===== src/rtl/fetch_pkg.sv =====
// Shared types and constants for the instruction-register fetch sequencer.
package fetch_pkg;

    typedef enum logic [1:0] {
        ST_IDLE = 2'd0,
        ST_REQ  = 2'd1,
        ST_DONE = 2'd2
    } fetch_state_e;

    localparam logic [3:0] LANE0 = 4'b0001;
    localparam logic [3:0] LANE1 = 4'b0010;
    localparam logic [3:0] LANE2 = 4'b0100;
    localparam logic [3:0] LANE3 = 4'b1000;

    localparam logic RW_READ = 1'b0;
    localparam logic RW_HOLD = 1'b1;

    localparam int INSTR_BYTES = 4;

    // Byte address pc+k lands in IR lane k (little-endian).
    function automatic logic [3:0] lane_strobe(input logic [1:0] idx);
        logic [3:0] s;
        case (idx)
            2'd0:    s = LANE0;
            2'd1:    s = LANE1;
            2'd2:    s = LANE2;
            default: s = LANE3;
        endcase
        return s;
    endfunction

endpackage


===== src/rtl/ir_fetch_ctrl.sv =====
// Four-byte instruction fetch sequencer driving the IR byte strobes and owning the PC.
// Optional per-byte wait timeout enabled by defining FETCH_TIMEOUT_EN.
module ir_fetch_ctrl
    import fetch_pkg::*;
#(
    parameter int                ADDR_W      = 16,
    parameter logic [ADDR_W-1:0] RESET_PC    = '0,
    parameter int                TIMEOUT_CYC = 15
) (
    input  logic              clk,
    input  logic              rst_n,
    input  logic              fetch_req,
    input  logic              stall,
    input  logic              pc_load,
    input  logic [ADDR_W-1:0] pc_load_val,
    output logic [ADDR_W-1:0] mem_addr,
    output logic              mem_rd,
    input  logic              mem_ready,
    output logic              rw,
    output logic [3:0]        ir_write,
    output logic              fetch_done,
    output logic              busy,
    output logic [ADDR_W-1:0] pc,
    output logic              fetch_err
);

    fetch_state_e      state_q, state_d;
    logic [ADDR_W-1:0] pc_q, pc_d;
    logic [1:0]        byte_idx_q, byte_idx_d;
    logic              timeout;
    logic              unused_lsbs;

    assign unused_lsbs = ^pc_load_val[1:0];

`ifdef FETCH_TIMEOUT_EN
    localparam int CNT_W = $clog2(TIMEOUT_CYC + 1);

    logic [CNT_W-1:0] wait_cnt_q, wait_cnt_d;

    // Counter stays clear outside REQ, so entering REQ always starts from zero.
    always_comb begin
        wait_cnt_d = wait_cnt_q;
        timeout    = 1'b0;
        if (state_q != ST_REQ || mem_ready || pc_load) begin
            wait_cnt_d = '0;
        end else if (wait_cnt_q == CNT_W'(TIMEOUT_CYC - 1)) begin
            timeout    = 1'b1;
            wait_cnt_d = '0;
        end else begin
            wait_cnt_d = wait_cnt_q + 1'b1;
        end
    end

    always_ff @(posedge clk or negedge rst_n) begin
        if (!rst_n) begin
            wait_cnt_q <= '0;
        end else begin
            wait_cnt_q <= wait_cnt_d;
        end
    end

    assign fetch_err = timeout;
`else
    localparam int unused_timeout_cyc = TIMEOUT_CYC;

    assign timeout   = 1'b0;
    assign fetch_err = 1'b0;
`endif

    // A redirect overrides every state, including the DONE increment.
    always_comb begin
        state_d    = state_q;
        pc_d       = pc_q;
        byte_idx_d = byte_idx_q;
        if (pc_load) begin
            pc_d       = {pc_load_val[ADDR_W-1:2], 2'b00};
            state_d    = ST_IDLE;
            byte_idx_d = '0;
        end else begin
            case (state_q)
                ST_IDLE: begin
                    if (fetch_req && !stall) begin
                        byte_idx_d = '0;
                        state_d    = ST_REQ;
                    end
                end
                ST_REQ: begin
                    if (timeout) begin
                        byte_idx_d = '0;
                        state_d    = ST_IDLE;
                    end else if (mem_ready) begin
                        byte_idx_d = byte_idx_q + 2'd1;
                        if (byte_idx_q == 2'd3) begin
                            state_d = ST_DONE;
                        end
                    end
                end
                ST_DONE: begin
                    pc_d    = pc_q + ADDR_W'(INSTR_BYTES);
                    state_d = ST_IDLE;
                end
                default: begin
                    state_d    = ST_IDLE;
                    byte_idx_d = '0;
                end
            endcase
        end
    end

    always_ff @(posedge clk or negedge rst_n) begin
        if (!rst_n) begin
            state_q    <= ST_IDLE;
            pc_q       <= RESET_PC;
            byte_idx_q <= '0;
        end else begin
            state_q    <= state_d;
            pc_q       <= pc_d;
            byte_idx_q <= byte_idx_d;
        end
    end

    // byte_idx is zero outside REQ, so mem_addr shows pc when idle.
    assign mem_addr   = pc_q + ADDR_W'(byte_idx_q);
    assign mem_rd     = (state_q == ST_REQ);
    assign rw         = mem_rd ? RW_READ : RW_HOLD;
    assign ir_write   = (mem_rd && mem_ready && !pc_load) ? lane_strobe(byte_idx_q) : 4'b0000;
    assign fetch_done = (state_q == ST_DONE) && !pc_load;
    assign busy       = (state_q != ST_IDLE);
    assign pc         = pc_q;

endmodule


===== config.mk =====
export PLATFORM = sky130hd
export DESIGN_NAME = ir_fetch_ctrl
export DESIGN_NICKNAME = d
export VERILOG_FILES = /design/src/rtl/fetch_pkg.sv /design/src/rtl/ir_fetch_ctrl.sv
export SDC_FILE = /design/constraint.sdc
export NUM_CORES = 1
export LEC_CHECK = 0
export BUFFER_PORTS_ARGS = -buffer_cell sky130_fd_sc_hd__buf_2
export CORE_MARGIN = 2
export CORE_UTILIZATION = 40
export CTS_BUF_LIST = sky130_fd_sc_hd__clkbuf_4
export CTS_CLUSTER_DIAMETER = 50
export CTS_CLUSTER_SIZE = 14
export DETAILED_ROUTE_END_ITERATION = 12
export HOLD_SLACK_MARGIN = 0.05
export PLACE_DENSITY = 0.74
export SLEW_MARGIN = 40
export SYNTH_ARGS = -nofsm -noshare
export SYNTH_HDL_FRONTEND = slang
export SYNTH_SLANG_ARGS = --single-unit

===== constraint.sdc =====
create_clock -name clk -period 1.5 [get_ports clk]
set_input_delay 0.15 -clock clk [delete_from_list [all_inputs] [get_ports clk]]
set_output_delay 0.15 -clock clk [all_outputs]
set_load 0.05 [all_outputs]

==> impl_metrics.json, run 1 <==
{
  "status": "finished with violations",
  "violations": "setup timing",
  "synthToLayoutAreaGrowth_pct": 37.9,
  "total_leakage_power_uw": 0.000811,
  "maxCapViolations": 0,
  "multiInputGateArea_um2": 696,
  "synth_simple_gate_area_frac": 0.266,
  "worstHoldStart": "pc_load_val[4]",
  "switchingPower_uw": 622,
  "core-area_um2": 2980,
  "cts_tree": "done",
  "seqCellArea_um2": 469,
  "period_minus_slack_ps": 1750,
  "grt_pass1_vias": 1091,
  "setup_violations": 10,
  "start_kind": "register",
  "postLayoutCellArea_um2": 1680,
  "nFillCells": 288,
  "wl_um": 2860,
  "cp-startpoint": "state_q[1]",
  "yosys_warnings": 0,
  "synth_compound_area_frac": 0.0636,
  "tightestPinTransition_ps": 567,
  "maxClockFrequency_ghz": 0.570,
  "crit_fanout": 5,
  "cts_buffers": 3,
  "port_buffers": 57,
  "maxSlewViolCount": 0,
  "finalWeightedCongestion": 0.756,
  "syn-instance-count": 135,
  "dieArea_um2": 3510,
  "gr-total-overflow": 0,
  "slew_headroom": 0.621,
  "ir_drop_v": 0.000277,
  "ys_types": 34,
  "synth_top_family_by_area": "simple AND/OR/NAND/NOR gates",
  "chipWidth_um": 59.2,
  "final_net_count": 214,
  "synthXorXnorAreaFrac": 0.101,
  "rsz0062_at_grt": "yes",
  "cts_root_buffer": "clkbuf_4",
  "pwr-share-seq": 0.416,
  "clk_pin_slew_ps": 100,
  "htreeDepth": 1,
  "route.vias.total": 1102,
  "power.total_uw": 1420,
  "dpl_cell_area_um2": 1540,
  "place_ws_ps": -51.8,
  "grt_usage": 0.173,
  "swShare": 0.437,
  "critPathKind": "register to primary output",
  "cpPeakStageDelay_ps": 390,
  "insertion_delay_ps": 290,
  "ys_seq_elements": 18,
  "crit_path_end_kind": "primary output",
  "wl_per_cell_um": 13.1,
  "r2r-start": "state_q[1]",
  "power_density_nw_per_um2": 846,
  "p_clk_frac": 0.190,
  "synthAdderAreaFrac": 0.0615,
  "worstPathArrival_ps": 1600,
  "num_antenna_cells": 0,
  "antenna_found_initial": 0,
  "worstPathCellList": "and2b_4, inv_8, nor3b_4, and2_4, buf_8",
  "dp_hpwl_um": 2160,
  "syn_avg_cell_area_um2": 9.04,
  "p_comb_frac": 0.394,
  "worstPathRequired_ps": 1350,
  "antenna_left": 0,
  "clock-sinks": 18,
  "crit_slowest_cell": "dfrtp_1",
  "finClkSkew_ps": 4.92,
  "core.rowCount": 20,
  "grt_max_degree": 30,
  "min_path_type": "input pin to register",
  "die_h_um": 59.2,
  "synth_mux_area_frac": 0.0431,
  "ys_seq_area_frac": 0.369,
  "first_iter_violations": 31,
  "cts_buffer_depth": 2,
  "p_int_uw": 802,
  "grt_pass1_wl_um": 4690,
  "finalCritPeriodShare": 1.17,
  "postLayoutSetupSlackWorst_ps": -254,
  "viasPerCell": 5.06,
  "drive_above_1_share": 0.541,
  "netlist_area_um2": 1220,
  "start_util": 0.410,
  "io_pins": 63,
  "hold_viol": 0,
  "drtPass1Iterations": 4,
  "drc": 0
}
==> per-stage QoR <==
step	util	setup TNS (ps)	hold WS, ps	cells
6_report	0.565	-1130	64.7	218
3_3_place_gp	0.518	0	91.6	210
4_1_cts	0.552	-1380	59.3	217
3_5_place_dp	0.518	-227	110	210
2_1_floorplan	-	-333	-146	137
5_1_grt	0.565	-2370	74.5	218
==> critical path: cells and delay by family (launching register included) <==
kind | cells | cell delay, ps
simple gates | 3 | 750
buf+inv | 2 | 170
flops | 1 | 390
==> power groups by stage <==
stage | sequential, uW | clock [uW] | combinational, uW
2_1_floorplan | 722 | 0 | 299
3_3_place_gp | 598 | 0 | 533
3_5_place_dp | 603 | 0 | 540
4_1_cts | 593 | 283 | 553
5_1_grt | 602 | 298 | 594
6_report | 592 | 270 | 562
==> area by class of cell <==
cell class	count	share of cell area
multi-input combinational	92	0.413
tap	33	0.0245
clock buffer	4	0.0178
timing repair buffer	65	0.248
inverter	6	0.0178
sequential	18	0.279
==> Yosys cell counts <==
master    count  area share
clkbuf_1     16       0.049
ha_1          6       0.062
and2_1        6       0.031
o21ai_1       9       0.037
nor2b_1       2       0.010
nand4_2       1       0.010
buf_4         3       0.018
and2b_4       1      0.0082
and4_1        1      0.0072
mux2i_1       3       0.025
mux2_2        2       0.018
dfrtp_1      18        0.37
nor3_1        3       0.012
nor4_4        1       0.017
o21ai_0       3       0.012
and4b_1       1      0.0082
nand2_1      13       0.040
buf_1         1      0.0031
xor2_1        9       0.065
a21oi_1       2      0.0082
conb_1        1      0.0031
nand4_1       5       0.026
nor4_2        2       0.021
buf_2         1      0.0041
nor3b_2       1       0.010
inv_1         5       0.015
nor2_1        3      0.0092
inv_2         1      0.0031
nand4b_4      1       0.019
xnor2_1       5       0.036
a22oi_1       1      0.0062
nand3_1       5       0.021
and3_1        2       0.010
or2_2         1      0.0051
==> what timing repair did <==
item / in CTS / in global routing
setup endpoints to repair: 10 / 15
setup buffers: 2 / 1
resized for setup: 15 / 11
hold endpoints to repair: 18 / 0
pin swaps: 5 / 4
hold buffers: 1 / 0
==> registers in the layout, summed over array words and instances, names as in the netlist <==
| signal | flops |
|---|---|
| state_q | 2 |
| pc | 14 |
| byte_idx_q | 2 |
==> layout by cell type (no fill, tap or decap), types with 2 or more instances in the layout <==
| cell type | synthesis | final |
|---|---|---|
| mux2_2 | 2 | 2 |
| xnor2_1 | 5 | 5 |
| and2_1 | 6 | 2 |
| inv_1 | 5 | 5 |
| mux2i_1 | 3 | 3 |
| o21ai_0 | 3 | 3 |
| buf_8 | 0 | 5 |
| and2_4 | 0 | 4 |
| o21ai_1 | 9 | 9 |
| dfrtp_1 | 18 | 3 |
| dfrtp_2 | 0 | 15 |
| and3_1 | 2 | 2 |
| nand4_1 | 5 | 5 |
| buf_4 | 3 | 7 |
| nor2_1 | 3 | 3 |
| ha_1 | 6 | 5 |
| xor2_1 | 9 | 9 |
| conb_1 | 1 | 3 |
| nor4_2 | 2 | 2 |
| nand3_1 | 5 | 5 |
| a21oi_1 | 2 | 2 |
| nor2b_1 | 2 | 2 |
| clkbuf_4 | 0 | 4 |
| nor3_1 | 3 | 2 |
| buf_2 | 1 | 49 |
| buf_6 | 0 | 3 |
| nand2_1 | 13 | 13 |
==> worst paths after layout <==
check | endpoint | slack, ps | depth (start not counted)
max reg2reg | pc[9] | -70 | 5
max | ir_write[3] | -250 | 5
min | pc[4] | 60 | 3
max in group asynchronous | pc[10] | 880 | 2
min reg2reg | state_q[0] | 600 | 2
min in group asynchronous | pc[4] | 310 | 2
==> cell families (layout without fill, tap and decap cells) <==
kind of cell,count (synthesis),count (layout)
other,1,3
buffers and inverters,27,75
AOI/OAI and AO/OA,15,15
and+or+nand+nor,49,49
muxes,5,5
xor gates and xnor gates,14,14
adders and majority gates,6,6
DFF,18,18
==> per-layer routing <==
| layer | track usage | vias up | wire length, um |
|---|---|---|---|
| li1 | - | 537 | - |
| met1 | 0.208 | 513 | 1170 |
| met2 | 0.312 | 46 | 1500 |
| met3 | 0.0240 | 6 | 153 |
| met4 | 0.0584 | 0 | 40 |
| met5 | 0 | - | 0 |
Power figures use the tool's default switching activity.
==> inputs of run 2 (changes only) <==
Settings changed: GPL_TIMING_DRIVEN set to 0, RECOVER_POWER set to 25.
==> run 2 against run 1 <==
The flow still finishes with violations (setup timing). Register-to-register slack improved by 80 ps. Clock-buffer cell count down 1. Sequential share of layout area decreased by 1.0 points. Sequential cell count stayed put. Final cell count grew 9.2%. Combinational power grew 4.3%. Critical endpoint is now ir_write[1].
==> impl_metrics.json, run 2 (synthesis gave the netlist of run 1 again) <==
{
  "postLayoutCellArea_um2": 1760,
  "layout_common_cells": "buf_2, dfrtp_2, clkbuf_1",
  "fin_hold_ws_ps": 57.0,
  "maxClockFrequency_ghz": 0.564,
  "drive_above_1_share": 0.512,
  "critPathKind": "register to primary output",
  "ir_drop_v": 0.000270,
  "finalCritPeriodShare": 1.18,
  "dpl_cell_area_um2": 1600,
  "finalWeightedCongestion": 0.767,
  "insertion_delay_ps": 300,
  "p_int_uw": 796,
  "largest_reg_flops": 14,
  "port_buffers": 57,
  "start_kind": "register",
  "drtPass1Iterations": 4,
  "clk_pin_slew_ps": 100,
  "core-area_um2": 2980,
  "antenna_found_initial": 0,
  "status": "finished with violations",
  "power_density_nw_per_um2": 815,
  "maxSlewViolCount": 0,
  "tightestPinTransition_ps": 933,
  "num_antenna_cells": 0,
  "period_minus_slack_ps": 1770,
  "crit_slowest_cell": "dfrtp_2",
  "crit_family": "simple AND/OR/NAND/NOR gates",
  "grt_pass1_vias": 1023,
  "layout.cells.most_common": "buf_2",
  "antenna_left": 0,
  "htreeDepth": 1,
  "crit_fanout": 5,
  "cts_tree": "done",
  "rsz0062_at_grt": "yes",
  "violations": "setup timing",
  "hold_viol": 0,
  "final_net_count": 234,
  "hold_path_depth": 3,
  "io_pins": 63,
  "clock-sinks": 18,
  "cts_buffer_depth": 2,
  "drc": 0,
  "p_comb_frac": 0.410,
  "cts_root_buffer": "clkbuf_4",
  "setup_violations": 4,
  "cts_buffers": 3,
  "dp_hpwl_um": 2090,
  "cp_num_buf_inv": 2,
  "worstPathCellList": "and2b_4, inv_8, nor3b_4, and2_4, buf_8",
  "min_path_type": "input pin to register",
  "switchingPower_uw": 634,
  "grt_pass1_wl_um": 4660,
  "worstPathArrival_ps": 1620,
  "wl_per_cell_um": 12.1,
  "swShare": 0.444,
  "die_h_um": 59.2,
  "maxCapViolations": 0,
  "start_util": 0.410,
  "gr-total-overflow": 0,
  "worstPathRequired_ps": 1350,
  "route.vias.total": 1129,
  "crit_path_end_kind": "primary output",
  "dieArea_um2": 3510,
  "grt_max_degree": 19,
  "pwr-share-seq": 0.416,
  "chipWidth_um": 59.2,
  "power.total_uw": 1430,
  "cpPeakStageDelay_ps": 420,
  "total_leakage_power_uw": 0.000856,
  "viasPerCell": 4.74,
  "grt_usage": 0.173,
  "first_iter_violations": 29,
  "synthToLayoutAreaGrowth_pct": 43.9,
  "reg2regPathDepth": 4,
  "core.rowCount": 20,
  "finClkSkew_ps": 1.22,
  "p_clk_frac": 0.174,
  "crit_cells": 5,
  "wl_um": 2880,
  "slew_headroom": 0.378,
  "postLayoutSetupSlackWorst_ps": -272
}
## run 2: changes by cell type in the layout (fill, tap and decap cells not counted), sizes merged
cell,delta
clkbuf,+17
buf,+2
clkinv,+1
## run 2: metrics by stage
step | util | setup TNS, ps | worst slack [ps] | std cells
after CTS | 0.577 | -1220 | -307 | 235
final | 0.589 | -1080 | -272 | 238
after floorplan | - | -333 | -136 | 137
after global placement | 0.538 | -594 | -133 | 227
after detailed placement | 0.538 | -650 | -153 | 227
after global routing | 0.589 | -1440 | -339 | 238
## run 2: area by class of cell
class	instances	area [um^2]
Buffer	21	93.8
Clock buffer	3	22.5
Clock inverter	1	3.75
Fill cell	294	1220
Inverter	6	30.0
Multi-Input combinational cell	92	696
Sequential cell	18	472
Tap cell	33	41.3
Timing Repair Buffer	64	397
## run 2: worst min-delay path, cell delays in order
cell and delay (ps):
buf_2 70, nand2_1 40, o21ai_1 60
## run 2: metal layers
metal,up-vias,GRT usage,wire [um]
met5,-,0,0
met3,4,0.0349,193
met2,49,0.292,1370
met1,497,0.219,1280
li1,579,-,-
met4,0,0.0584,31
## run 2: power groups by stage
stage               Clock, uW  Sequential (uW)  Combinational [uW]
finish                    249              595                 586
CTS                       256              597                 575
global placement            0              603                 554
detailed placement          0              606                 558
floorplan                   0              722                 299
global route              277              603                 623
## run 2: final timing paths
path / to / slack [ps] / start
min in group asynchronous: pc[8] / 510 / rst_n
setup reg to reg: pc[15] / 10 / pc[12]
hold / removal: pc[11] / 60 / pc_load_val[11]
hold reg to reg: state_q[0] / 590 / state_q[1]
setup / recovery: ir_write[1] / -270 / state_q[1]
max in group asynchronous: pc[12] / 370 / rst_n
## run 2: repair_timing
| action | CTS | global route |
|---|---|---|
| buffers inserted | 3 | 3 |
| endpoints found under the hold margin | 18 | 0 |
| pin swaps | 4 | 6 |
| resized for setup | 20 | 5 |
| hold buffers | 1 | 0 |
| endpoints found under the setup margin | 7 | 9 |
